<file path="src/rtl/mem_responder.sv">
// CPU-facing memory responder: loads program RAM from a byte stream after reset, then
// services single CPU reads/writes and I/O reads against an external synchronous RAM.
module mem_responder #(
  parameter int unsigned ADDR_W       = 16,
  parameter logic [7:0]  IO_IDLE_DATA = 8'hFF
) (
  input  logic              clk,
  input  logic              n_reset,
  // CPU strobes, all active-low
  input  logic              mem_n_pmem,
  input  logic              mem_n_m1,
  input  logic              mem_n_mreq,
  input  logic              mem_n_rd,
  input  logic              mem_n_wr,
  input  logic              io_n_iorq,
  input  logic [ADDR_W-1:0] mem_addr,
  input  logic [7:0]        mem_dout,
  input  logic              mem_dout_en,
  output logic [7:0]        mem_din,
  output logic              ipram_loaded,
  // Program loader stream
  input  logic              load_valid,
  input  logic [7:0]        load_data,
  input  logic              load_last,
  output logic              load_ready,
  // RAM side
  output logic [ADDR_W-1:0] ram_addr,
  output logic [7:0]        ram_wdata,
  output logic              ram_we,
  output logic              ram_re,
  output logic              ram_sel,
  input  logic [7:0]        ram_rdata,
  output logic              bus_err
);

  typedef enum logic [2:0] {
    StLoad,
    StIdle,
    StRdWait,
    StRdCap,
    StWr
  } state_e;

  state_e            state_q, state_d;
  logic [ADDR_W-1:0] load_ptr_q, load_ptr_d;
  logic [7:0]        mem_din_q, mem_din_d;
  logic              loaded_q, loaded_d;
  logic              load_ready_q, load_ready_d;
  logic              bus_err_q, bus_err_d;
  logic              rd_req_q, wr_req_q;

  logic rd_req, wr_req, io_rd, proto_err, rd_start, wr_start;

  assign rd_req = !mem_n_mreq && !mem_n_rd && mem_n_wr;
  assign wr_req = !mem_n_mreq && !mem_n_wr && mem_n_rd && mem_dout_en;
  assign io_rd  = !io_n_iorq && mem_n_mreq && !mem_n_rd;

  assign proto_err = (!mem_n_mreq && !mem_n_rd && !mem_n_wr) ||
                     (!mem_n_mreq && !io_n_iorq) ||
                     (!mem_n_m1 && mem_n_pmem);

  // Request history is tracked in every state so edges seen while busy are consumed, not queued.
  assign rd_start = rd_req && !rd_req_q && !proto_err;
  assign wr_start = wr_req && !wr_req_q && !proto_err;

  always_comb begin
    state_d      = state_q;
    load_ptr_d   = load_ptr_q;
    mem_din_d    = mem_din_q;
    loaded_d     = loaded_q;
    load_ready_d = 1'b0;
    bus_err_d    = bus_err_q;
    ram_addr     = '0;
    ram_wdata    = 8'h00;
    ram_we       = 1'b0;
    ram_re       = 1'b0;
    ram_sel      = 1'b0;

    if (state_q != StLoad && proto_err) begin
      bus_err_d = 1'b1;
    end

    case (state_q)
      StLoad: begin
        load_ready_d = 1'b1;
        if (load_ready_q && load_valid) begin
          ram_we     = 1'b1;
          ram_addr   = load_ptr_q;
          ram_wdata  = load_data;
          load_ptr_d = load_ptr_q + 1'b1;
          if (load_last || (&load_ptr_q)) begin
            state_d      = StIdle;
            loaded_d     = 1'b1;
            load_ready_d = 1'b0;
          end
        end
      end
      StIdle: begin
        if (rd_start) begin
          ram_re   = 1'b1;
          ram_addr = mem_addr;
          ram_sel  = mem_n_pmem;
          state_d  = StRdWait;
        end else if (wr_start) begin
          ram_we    = 1'b1;
          ram_addr  = mem_addr;
          ram_wdata = mem_dout;
          ram_sel   = mem_n_pmem;
          state_d   = StWr;
        end else if (io_rd && !proto_err) begin
          mem_din_d = IO_IDLE_DATA;
        end
      end
      StRdWait: begin
        mem_din_d = ram_rdata;
        state_d   = StRdCap;
      end
      StRdCap: state_d = StIdle;
      StWr:    state_d = StIdle;
      default: state_d = StIdle;
    endcase
  end

  always_ff @(posedge clk or negedge n_reset) begin
    if (!n_reset) begin
      state_q      <= StLoad;
      load_ptr_q   <= '0;
      mem_din_q    <= 8'h00;
      loaded_q     <= 1'b0;
      load_ready_q <= 1'b0;
      bus_err_q    <= 1'b0;
      rd_req_q     <= 1'b0;
      wr_req_q     <= 1'b0;
    end else begin
      state_q      <= state_d;
      load_ptr_q   <= load_ptr_d;
      mem_din_q    <= mem_din_d;
      loaded_q     <= loaded_d;
      load_ready_q <= load_ready_d;
      bus_err_q    <= bus_err_d;
      rd_req_q     <= rd_req;
      wr_req_q     <= wr_req;
    end
  end

  assign mem_din      = mem_din_q;
  assign ipram_loaded = loaded_q;
  assign load_ready   = load_ready_q;
  assign bus_err      = bus_err_q;

endmodule

</file>
<file path="config.mk">
export PLATFORM = sky130hd
export DESIGN_NAME = mem_responder
export DESIGN_NICKNAME = d
export VERILOG_FILES = /design/src/rtl/mem_responder.sv
export SDC_FILE = /design/constraint.sdc
export NUM_CORES = 1
export LEC_CHECK = 0
export ABC_AREA = 1
export BUFFER_PORTS_ARGS = -buffer_cell sky130_fd_sc_hd__buf_2
export CORE_ASPECT_RATIO = 0.75
export CORE_MARGIN = 4
export CORE_UTILIZATION = 28
export DETAILED_ROUTE_END_ITERATION = 16
export PLACE_DENSITY = 0.62
export SLEW_MARGIN = 25
export SYNTH_ARGS = -nofsm -noshare
export SYNTH_HDL_FRONTEND = slang
export SYNTH_SLANG_ARGS = --single-unit
</file>
<file path="constraint.sdc">
create_clock -name clk -period 2.06 [get_ports clk]
set_input_delay 0.103 -clock clk [delete_from_list [all_inputs] [get_ports clk]]
set_output_delay 0.103 -clock clk [all_outputs]
set_load 0.02 [all_outputs]
</file>
==> flow_metrics.py, run 1 <==
metrics = {
    "timing": {
        "fin_crit_sh_pct": 90.6,
        "max_freq_ghz": 0.536,
        "final-setup-viol-count": 0,
        "maxSlewViolCount": 0,
        "period_needed_ps": 1870,
        "finalSetupTns_ps": 0,
        "finalClockSkew_ps": 5.06,
        "hold_violations": 0,
        "maxSlewHeadroom_pct": 52.7,
        "rsz0062_at_grt": "false",
        "tightest_slew_ps": 710,
    },
    "setup_path": {
        "crit_fanout": 19,
        "crit_path_end_kind": "output port",
        "crit_family": "buffers and inverters",
        "worstSetupPathType": "register to output port",
        "rr_startpoint": "state_q[1]",
        "path_buf_inv": 3,
        "path_cells": "nor2_1, nand2_1, nor2_2, buf_4, inv_1, o21ai_0, buf_2",
        "rr_worst_depth": 7,
        "r2r_slack_ps": 490,
        "worstPathArrival_ps": 1760,
        "crit_required_ps": 1960,
        "crit_path_max_incr_delay_ps": 370,
        "r2r-end": "load_ptr_q[6]",
        "slowest_stage": "dfrtp_1",
        "start_kind": "register",
    },
    "die": {
        "die_y_um": 78.9,
        "initial_core_util_pct": 29.2,
        "dieArea_mm2": 0.00808,
        "die_w_um": 102,
        "core-area_mm2": 0.00641,
        "row_count": 25,
        "boundaryPins": 89,
    },
    "clocking": {
        "cts_max_path_buffers": 2,
        "clock_latency_ps": 280,
        "cts.clk_slew.worst_paths_ps": 60,
        "cts-root-buf": "clkbuf_8",
        "cts_max_level": 2,
        "numCtsBuffers": 5,
        "cts_tree": "built",
        "cts_setup_buffers": 0,
        "clock-sinks": 32,
    },
    "detailed_routing": {
        "vias": 1977,
        "drtAntennaViolNets": 0,
        "drc_errors": 0,
        "avgRoutedWirePerCell_um": 11.5,
        "dr.pass1.iters": 6,
        "wl_um": 5210,
        "avgViaCountPerCell": 4.36,
        "drt-initial-drc-count": 108,
    },
    "layout": {
        "drive_gt1_share_pct": 30.1,
        "n_antenna_cell": 0,
        "final_nets": 423,
        "finish.instance_area_mm2": 0.00254,
        "syn_to_final_growth_pct": 35.6,
    },
    "pwr": {
        "peakVddDrop_v": 0.000266,
        "leakage_nw": 1.44,
        "p_per_area_mw_per_mm2": 781,
    },
    "hold_path": {
        "hold_depth": 3,
        "min-delay-start": "ram_rdata[7]",
        "min_to": "mem_din[7]",
        "hp-class": "primary input to register",
    },
    "yosys": {
        "syn-num-nets": 327,
        "ys_async_sr_fraction_pct": 100,
        "synth_area_leaders": "dfrtp_1, nand2_1, nor2_1, inv_1, xnor2_1",
        "yosysMostFrequentCell": "nand2_1",
        "ys_ff_latch": 32,
        "ys.flop_type": "dfrtp_1",
        "synth.avg_cell_area_um2": 6.82,
        "synthCells": 275,
        "synth_area_leader_cell": "dfrtp_1",
        "yosysTopAreaCellShare_pct": 42.7,
        "synth_edf_count": 0,
        "ys_seq_area_share_pct": 42.7,
        "synth.distinct_cells": 22,
        "synth_warnings": 0,
        "netlist_top_cells_count": "nand2_1, nor2_1, dfrtp_1, inv_1, nand3_1",
        "syn_area_mm2": 0.00187,
    },
    "run_status": {
        "status": "finished clean",
    },
    "placed_design": {
        "routabilityCongestion": 0.828,
        "dpl_cell_area_mm2": 0.00242,
        "hpwl_um": 4120,
        "portBuffers": 88,
    },
    "global_routing": {
        "grt_overflow": 0,
        "grt_util_all_layers_pct": 13.3,
        "grt_pass1_wl_um": 8520,
        "grt_max_degree": 33,
        "antenna_found_initial": 0,
        "first_global_vias": 1884,
    },
    "job": {
        "cap_violations": 0,
    },
}
[area by class of cell]
cell class	instances	area, um2
Fill cell	681	3870
Multi-Input combinational cell	217	966
Sequential cell	32	801
Timing Repair Buffer	94	488
Tap cell	81	101
Inverter	21	78.8
Clock buffer	6	72.6
Clock inverter	2	35.0
[worst min-delay path, stage by stage]
cell	delay, ps
buf_2	70
nor2_1	30
nor2_1	80
[stage by stage]
step	instances	util (%)	power, mW	hold WS (ps)	setup slack [ps]
final	453	39.6	1.99	52.6	194
after global routing	453	39.6	2.12	59.9	30.8
after CTS	453	39.6	2.01	47.9	156
after detailed placement	444	37.7	1.41	203	480
after global placement	444	37.7	1.40	198	480
after floorplan	275	-	1.17	-193	665
[worst max path at each step]
stage	start	endpoint	slack [ps]	depth (start not counted)
floorplan	load_ptr_q[0]	load_ptr_q[10]	670	5
global route	state_q[1]	ram_addr[3]	30	7
global placement	state_q[1]	ram_wdata[3]	480	8
CTS	state_q[1]	ram_wdata[0]	160	8
detailed placement	state_q[1]	ram_wdata[0]	480	8
finish	state_q[1]	ram_we	190	7
[what timing repair did]
item,4_1_cts,5_1_grt
resized for setup,0,1
hold buffers,1,0
setup endpoints to repair,0,3
endpoints found under the hold margin,32,0
[registers in the layout, summed over array words and instances, names as in the netlist]
signal / flops
wr_req_q: 1
rd_req_q: 1
load_ready: 1
mem_din: 8
bus_err: 1
state_q: 3
ipram_loaded: 1
load_ptr_q: 16
[cell usage in the layout (no fill, tap or decap), types with 2 or more instances in the layout]
master    count
nor3_1        4
nand3_1       9
a21oi_1       2
dfrtp_1      32
buf_4         5
o21bai_1      3
nand2_2       6
o21ai_0       4
nand4_1       2
buf_2        88
xor2_1        4
inv_1        20
clkbuf_8      5
nand2_1     122
nor2_2        2
xnor2_1       7
nor2_1       47
[where the power goes]
part | total [mW] | switching [mW] | internal, mW | leakage (nW)
registers | 0.799 | 0.0716 | 0.727 | 0.390
logic | 0.599 | 0.396 | 0.204 | 0.995
clock network | 0.588 | 0.229 | 0.359 | 0.0552
[metal layers]
layer	GRT usage, %	vias to the layer above	wire length [um]
met4	3.67	0	52
met5	0	-	0
li1	-	1029	-
met2	18.9	77	2080
met1	19.5	864	2550
met3	3.95	7	531
[logic make-up (layout without fill, tap and decap cells)]
logic type,after synthesis,after routing,share of synthesized area [%]
AO/OA/AOI/OAI,10,10,3.67
XOR/XNOR,11,11,5.14
adder cells (fa/ha/maj),1,1,0.667
buffers and inverters,26,123,6.01
flip-flops,32,32,42.7
AND/OR/NAND/NOR,195,195,41.8
Power figures use the tool's default switching activity.
==> run 2: changes to the inputs <==
--- a/config.mk
+++ b/config.mk
@@ -10,8 +10,8 @@
 export CORE_ASPECT_RATIO = 0.75
 export CORE_MARGIN = 4
 export CORE_UTILIZATION = 28
+export CTS_CLUSTER_SIZE = 24
 export DETAILED_ROUTE_END_ITERATION = 16
-export PLACE_DENSITY = 0.62
 export SLEW_MARGIN = 25
 export SYNTH_ARGS = -nofsm -noshare
 export SYNTH_HDL_FRONTEND = slang
==> flow_metrics.py, run 2 (synthesis results as in run 1) <==
metrics = {
    "setup_path": {
        "slowest_stage": "dfrtp_1",
        "crit_start": "state_q[1]",
        "crit_required_ps": 1960,
        "rr_startpoint": "state_q[1]",
        "crit_path_max_incr_delay_ps": 380,
        "r2r-end": "load_ptr_q[6]",
        "crit_family": "simple AND/OR/NAND/NOR gates",
        "worstSetupPathType": "register to output port",
        "rr_worst_depth": 7,
        "worstPathArrival_ps": 1740,
        "path_common_cell": "nand2_1",
        "path_cells": "nor2_1, nand2_1, nor2_2, buf_12, nand2_1, nand2_1, buf_2",
        "crit_fanout": 35,
        "path_depth": 7,
        "cp-endpoint": "ram_addr[0]",
        "start_kind": "register",
        "r2r_slack_ps": 420,
        "crit_path_end_kind": "output port",
        "path_buf_inv": 2,
    },
    "layout": {
        "finish.instance_area_mm2": 0.00252,
        "final_nets": 421,
        "n_antenna_cell": 0,
        "multi_input_area_um2": 966,
        "register_area_um2": 801,
        "largest_register_ff_count": 16,
        "syn_to_final_growth_pct": 34.6,
        "final_cell_count_no_fill": 451,
        "final_cell_mix": "nand2_1, buf_2, nor2_1, dfrtp_1, inv_1",
        "nFillCells": 674,
        "top_register": "load_ptr_q",
        "fin_util_pct": 39.3,
        "drive_gt1_share_pct": 29.5,
        "final_common_cell": "nand2_1",
    },
    "pwr": {
        "seqPwrFrac_pct": 42.0,
        "comb_power_share_pct": 31.6,
        "p_sw_mw": 0.692,
        "p_per_area_mw_per_mm2": 752,
        "p_clk_share_pct": 26.3,
        "internal_power_mw": 1.21,
        "peakVddDrop_v": 0.000500,
        "leakage_nw": 1.42,
        "p_sw_share_pct": 36.5,
    },
    "die": {
        "dieArea_mm2": 0.00808,
        "die_y_um": 78.9,
        "core-area_mm2": 0.00641,
        "die_w_um": 102,
        "initial_core_util_pct": 29.2,
        "boundaryPins": 89,
        "row_count": 25,
    },
    "clocking": {
        "cts_setup_buffers": 0,
        "cts_tree": "built",
        "cts-root-buf": "clkbuf_8",
        "clock-sinks": 32,
        "numCtsBuffers": 5,
        "cts.clk_slew.worst_paths_ps": 60,
        "clock_latency_ps": 280,
        "cts_max_level": 2,
        "cts_max_path_buffers": 2,
    },
    "detailed_routing": {
        "wl_um": 5220,
        "avgRoutedWirePerCell_um": 11.6,
        "drt-initial-drc-count": 61,
        "avgViaCountPerCell": 4.28,
        "dr.pass1.iters": 4,
        "drtAntennaViolNets": 0,
        "vias": 1932,
        "drc_errors": 0,
    },
    "timing": {
        "finalSetupTns_ps": 0,
        "maxSlewViolCount": 0,
        "hold_violations": 0,
        "finalClockSkew_ps": 3.41,
        "period_needed_ps": 1840,
        "max_freq_ghz": 0.542,
        "rsz0062_at_grt": "false",
        "final-setup-viol-count": 0,
        "maxSlewHeadroom_pct": 51.5,
        "tightest_slew_ps": 727,
        "fin_crit_sh_pct": 89.5,
    },
    "global_routing": {
        "grt_overflow": 0,
        "antenna_found_initial": 0,
        "grt_util_all_layers_pct": 13.2,
        "grt_max_degree": 36,
        "grt_pass1_wl_um": 8410,
        "first_global_vias": 1836,
    },
    "hold_path": {
        "hp-class": "primary input to register",
    },
    "placed_design": {
        "place_inst": 442,
        "routabilityCongestion": 0.819,
        "hpwl_um": 4030,
        "dpl_cell_area_mm2": 0.00242,
        "portBuffers": 88,
    },
    "job": {
        "cap_violations": 0,
    },
    "run_status": {
        "status": "finished clean",
    },
}
==> run 2: worst min path at each step <==
| stage | slack (ps) | to | depth (start not counted) | start |
|---|---|---|---|---|
| 2_1_floorplan | -190 | bus_err | 0 | n_reset |
| 3_3_place_gp | 210 | load_ptr_q[2] | 1 | n_reset |
| 3_5_place_dp | 210 | load_ptr_q[2] | 1 | n_reset |
| 4_1_cts | 60 | mem_din[2] | 3 | ram_rdata[2] |
| 5_1_grt | 70 | mem_din[3] | 3 | ram_rdata[3] |
| 6_report | 60 | mem_din[0] | 3 | ram_rdata[0] |
==> run 2: power by group through the flow <==
stage	clock network [mW]	registers (mW)	logic [mW]
after floorplan	0	0.872	0.303
after global placement	0	0.808	0.590
after detailed placement	0	0.808	0.596
after CTS	0.512	0.798	0.605
after global routing	0.546	0.813	0.670
final	0.500	0.798	0.600
==> run 2: through the flow <==
step           total power, mW  setup WS [ps]  hold slack, ps
2_1_floorplan             1.17            665            -193
3_3_place_gp              1.40            472             207
3_5_place_dp              1.40            430             214
4_1_cts                   1.92            119            56.3
5_1_grt                   2.03           68.9            71.8
6_report                  1.90            216            56.0
==> run 2: area by class of cell <==
class,instances,share of cell area (%)
Sequential cell,32,31.7
Clock buffer,8,3.57
Tap cell,81,4.02
Multi-Input combinational cell,217,38.3
Inverter,21,3.12
Timing Repair Buffer,92,19.2
==> run 2: what timing repair did <==
action | in CTS | in global routing
gates resized for setup | 0 | 1
endpoints found under the setup margin | 0 | 1
hold buffers | 1 | 0
hold endpoints to repair | 32 | 0
==> run 2: worst min-delay path, delay by kind of cell <==
kind / cells / cell delay, ps
buffers and inverters: 1 / 70
AND/OR/NAND/NOR: 2 / 120
==> run 2: routing by layer <==
| layer | vias to the layer above | GRT usage [%] | wire length (um) |
|---|---|---|---|
| li1 | 1029 | - | - |
| met1 | 827 | 18.9 | 2580 |
| met2 | 74 | 19.6 | 2150 |
| met3 | 2 | 3.51 | 479 |
| met4 | 0 | 3.15 | 10 |
| met5 | - | 0 | 0 |
==> run 3: changes to the inputs <==
--- a/config.mk
+++ b/config.mk
@@ -5,11 +5,10 @@
 export SDC_FILE = /design/constraint.sdc
 export NUM_CORES = 1
 export LEC_CHECK = 0
-export ABC_AREA = 1
 export BUFFER_PORTS_ARGS = -buffer_cell sky130_fd_sc_hd__buf_2
 export CORE_ASPECT_RATIO = 0.75
 export CORE_MARGIN = 4
-export CORE_UTILIZATION = 28
+export CORE_UTILIZATION = 25
 export CTS_CLUSTER_SIZE = 24
 export DETAILED_ROUTE_END_ITERATION = 16
 export SLEW_MARGIN = 25
==> flow_metrics.py, run 3 <==
metrics = {
    "run_status": {
        "status": "finished clean",
    },
    "yosys": {
        "synthCells": 154,
        "ys_seq_area_share_pct": 48.9,
        "syn-num-nets": 206,
        "ys_async_sr_fraction_pct": 100,
        "synth.distinct_cells": 36,
        "yosysMostFrequentCell": "dfrtp_1",
        "syn_area_mm2": 0.00164,
        "ys.flop_type": "dfrtp_1",
        "yosysTopAreaCellShare_pct": 48.9,
        "synth_area_leaders": "dfrtp_1, a22o_1, xor2_1, o22a_1, nand2_1",
        "ys_ff_latch": 32,
        "synth_warnings": 0,
        "netlist_top_cells_count": "dfrtp_1, a22o_1, nand2_1, nor2_1, xor2_1",
        "synth_area_leader_cell": "dfrtp_1",
        "synth_edf_count": 0,
        "synth.avg_cell_area_um2": 10.6,
    },
    "detailed_routing": {
        "drc_errors": 0,
        "wl_um": 4610,
        "highest_layer": "met4",
        "wl_met2_um": 2140,
        "avgViaCountPerCell": 4.75,
        "dr.pass1.iters": 4,
        "avgRoutedWirePerCell_um": 13.9,
        "drt-initial-drc-count": 50,
        "dr_wl_met3_um": 416,
        "wl_met1_um": 1980,
        "drtAntennaViolNets": 0,
        "vias": 1573,
    },
    "setup_path": {
        "crit_path_end_kind": "output port",
        "rr_worst_depth": 4,
        "crit_fanout": 25,
        "worstPathArrival_ps": 1820,
        "start_kind": "register",
        "crit_required_ps": 1960,
        "r2r_slack_ps": 260,
        "worstSetupPathType": "register to output port",
    },
    "timing": {
        "finalHoldWorstSlack_ps": 41.4,
        "final-setup-viol-count": 0,
        "fin_crit_sh_pct": 93.6,
        "setup_ws_ps": 132,
        "tightest_slew_ps": 712,
        "finalSetupTns_ps": 0,
        "max_freq_ghz": 0.519,
        "finalClockSkew_ps": 5.65,
        "period_needed_ps": 1930,
        "maxSlewViolCount": 0,
        "hold_violations": 0,
        "maxSlewHeadroom_pct": 52.5,
        "rsz0062_at_grt": "false",
    },
    "layout": {
        "final_cell_count_no_fill": 331,
        "n_antenna_cell": 0,
        "final_nets": 302,
        "largest_register_ff_count": 16,
        "register_area_um2": 801,
        "syn_to_final_growth_pct": 39.8,
        "finish.instance_area_mm2": 0.00229,
        "final_cell_mix": "buf_2, dfrtp_1, a22o_1, nand2_1, xor2_1",
        "fin_util_pct": 36.2,
        "drive_gt1_share_pct": 42.0,
        "final_common_cell": "buf_2",
        "multi_input_area_um2": 808,
        "nFillCells": 663,
        "top_register": "load_ptr_q",
    },
    "die": {
        "die_w_um": 101,
        "die_y_um": 78.1,
        "core-area_mm2": 0.00632,
        "row_count": 25,
        "boundaryPins": 89,
        "dieArea_mm2": 0.00792,
        "initial_core_util_pct": 25.9,
    },
    "placed_design": {
        "dpl_cell_area_mm2": 0.00220,
        "portBuffers": 88,
        "dp_slack_ps": 273,
        "routabilityCongestion": 0.798,
        "hpwl_um": 3660,
        "place_inst": 323,
    },
    "clocking": {
        "post_cts_resized": 0,
        "cts.clk_slew.worst_paths_ps": 60,
        "cts_max_level": 2,
        "postCtsHoldBufs": 1,
        "cts_tree": "built",
        "cts_max_path_buffers": 2,
        "numCtsBuffers": 5,
        "cts-root-buf": "clkbuf_8",
        "clock_latency_ps": 280,
        "clock-sinks": 32,
        "cts_setup_buffers": 0,
    },
    "pwr": {
        "p_per_area_mw_per_mm2": 905,
        "power.total_mw": 2.07,
        "leakage_nw": 1.15,
        "peakVddDrop_v": 0.000300,
    },
    "hold_path": {
        "hold_depth": 2,
        "hp-class": "primary input to register",
    },
    "global_routing": {
        "first_global_vias": 1600,
        "grt_pass1_wl_um": 7490,
        "antenna_found_initial": 0,
        "grt_max_degree": 33,
        "grt_util_all_layers_pct": 11.9,
        "grt_overflow": 0,
    },
    "job": {
        "cap_violations": 0,
    },
}
==> run 3: per-layer routing <==
metal	global-route usage, %	up-vias
li1	-	770
met1	14.3	738
met2	19.7	57
met3	4.09	8
met4	4.38	0
met5	0	-
==> run 3: critical path: stages, from the launching register on <==
cell and delay, ps:
dfrtp_1 430, or3_4 400, nor2_2 190, buf_12 190
a22o_1 160, buf_2 160
==> run 3: cell families (layout without fill, tap and decap cells) <==
group | Yosys count | in the layout | share of synthesized area [%]
buffers and inverters | 7 | 103 | 1.83
adders and majority gates | 1 | 1 | 0.764
AOI/OAI and AO/OA | 43 | 43 | 22.0
DFF | 32 | 32 | 48.9
xor gates and xnor gates | 15 | 15 | 8.03
and+or+nand+nor | 56 | 56 | 18.4
==> run 3: power by group <==
| part | switching, mW | internal [mW] | total, mW |
|---|---|---|---|
| registers | 0.110 | 0.766 | 0.876 |
| logic | 0.440 | 0.309 | 0.749 |
| clock network | 0.217 | 0.229 | 0.446 |
==> run 3: worst paths after layout <==
path / from / to
max: state_q[0] / ram_wdata[4]
min: mem_n_rd / rd_req_q
max reg2reg: state_q[0] / load_ptr_q[12]
min reg2reg: mem_din[2] / mem_din[2]
max in group asynchronous: n_reset / ipram_loaded
min in group asynchronous: n_reset / load_ptr_q[7]
==> run 3: area by class of cell <==
class	instances	area share, %
timing repair buffer	92	21.2
multi-input combinational	115	35.3
tap	81	4.43
clock buffer	6	3.17
sequential	32	35.0
clock inverter	1	0.219
inverter	4	0.656
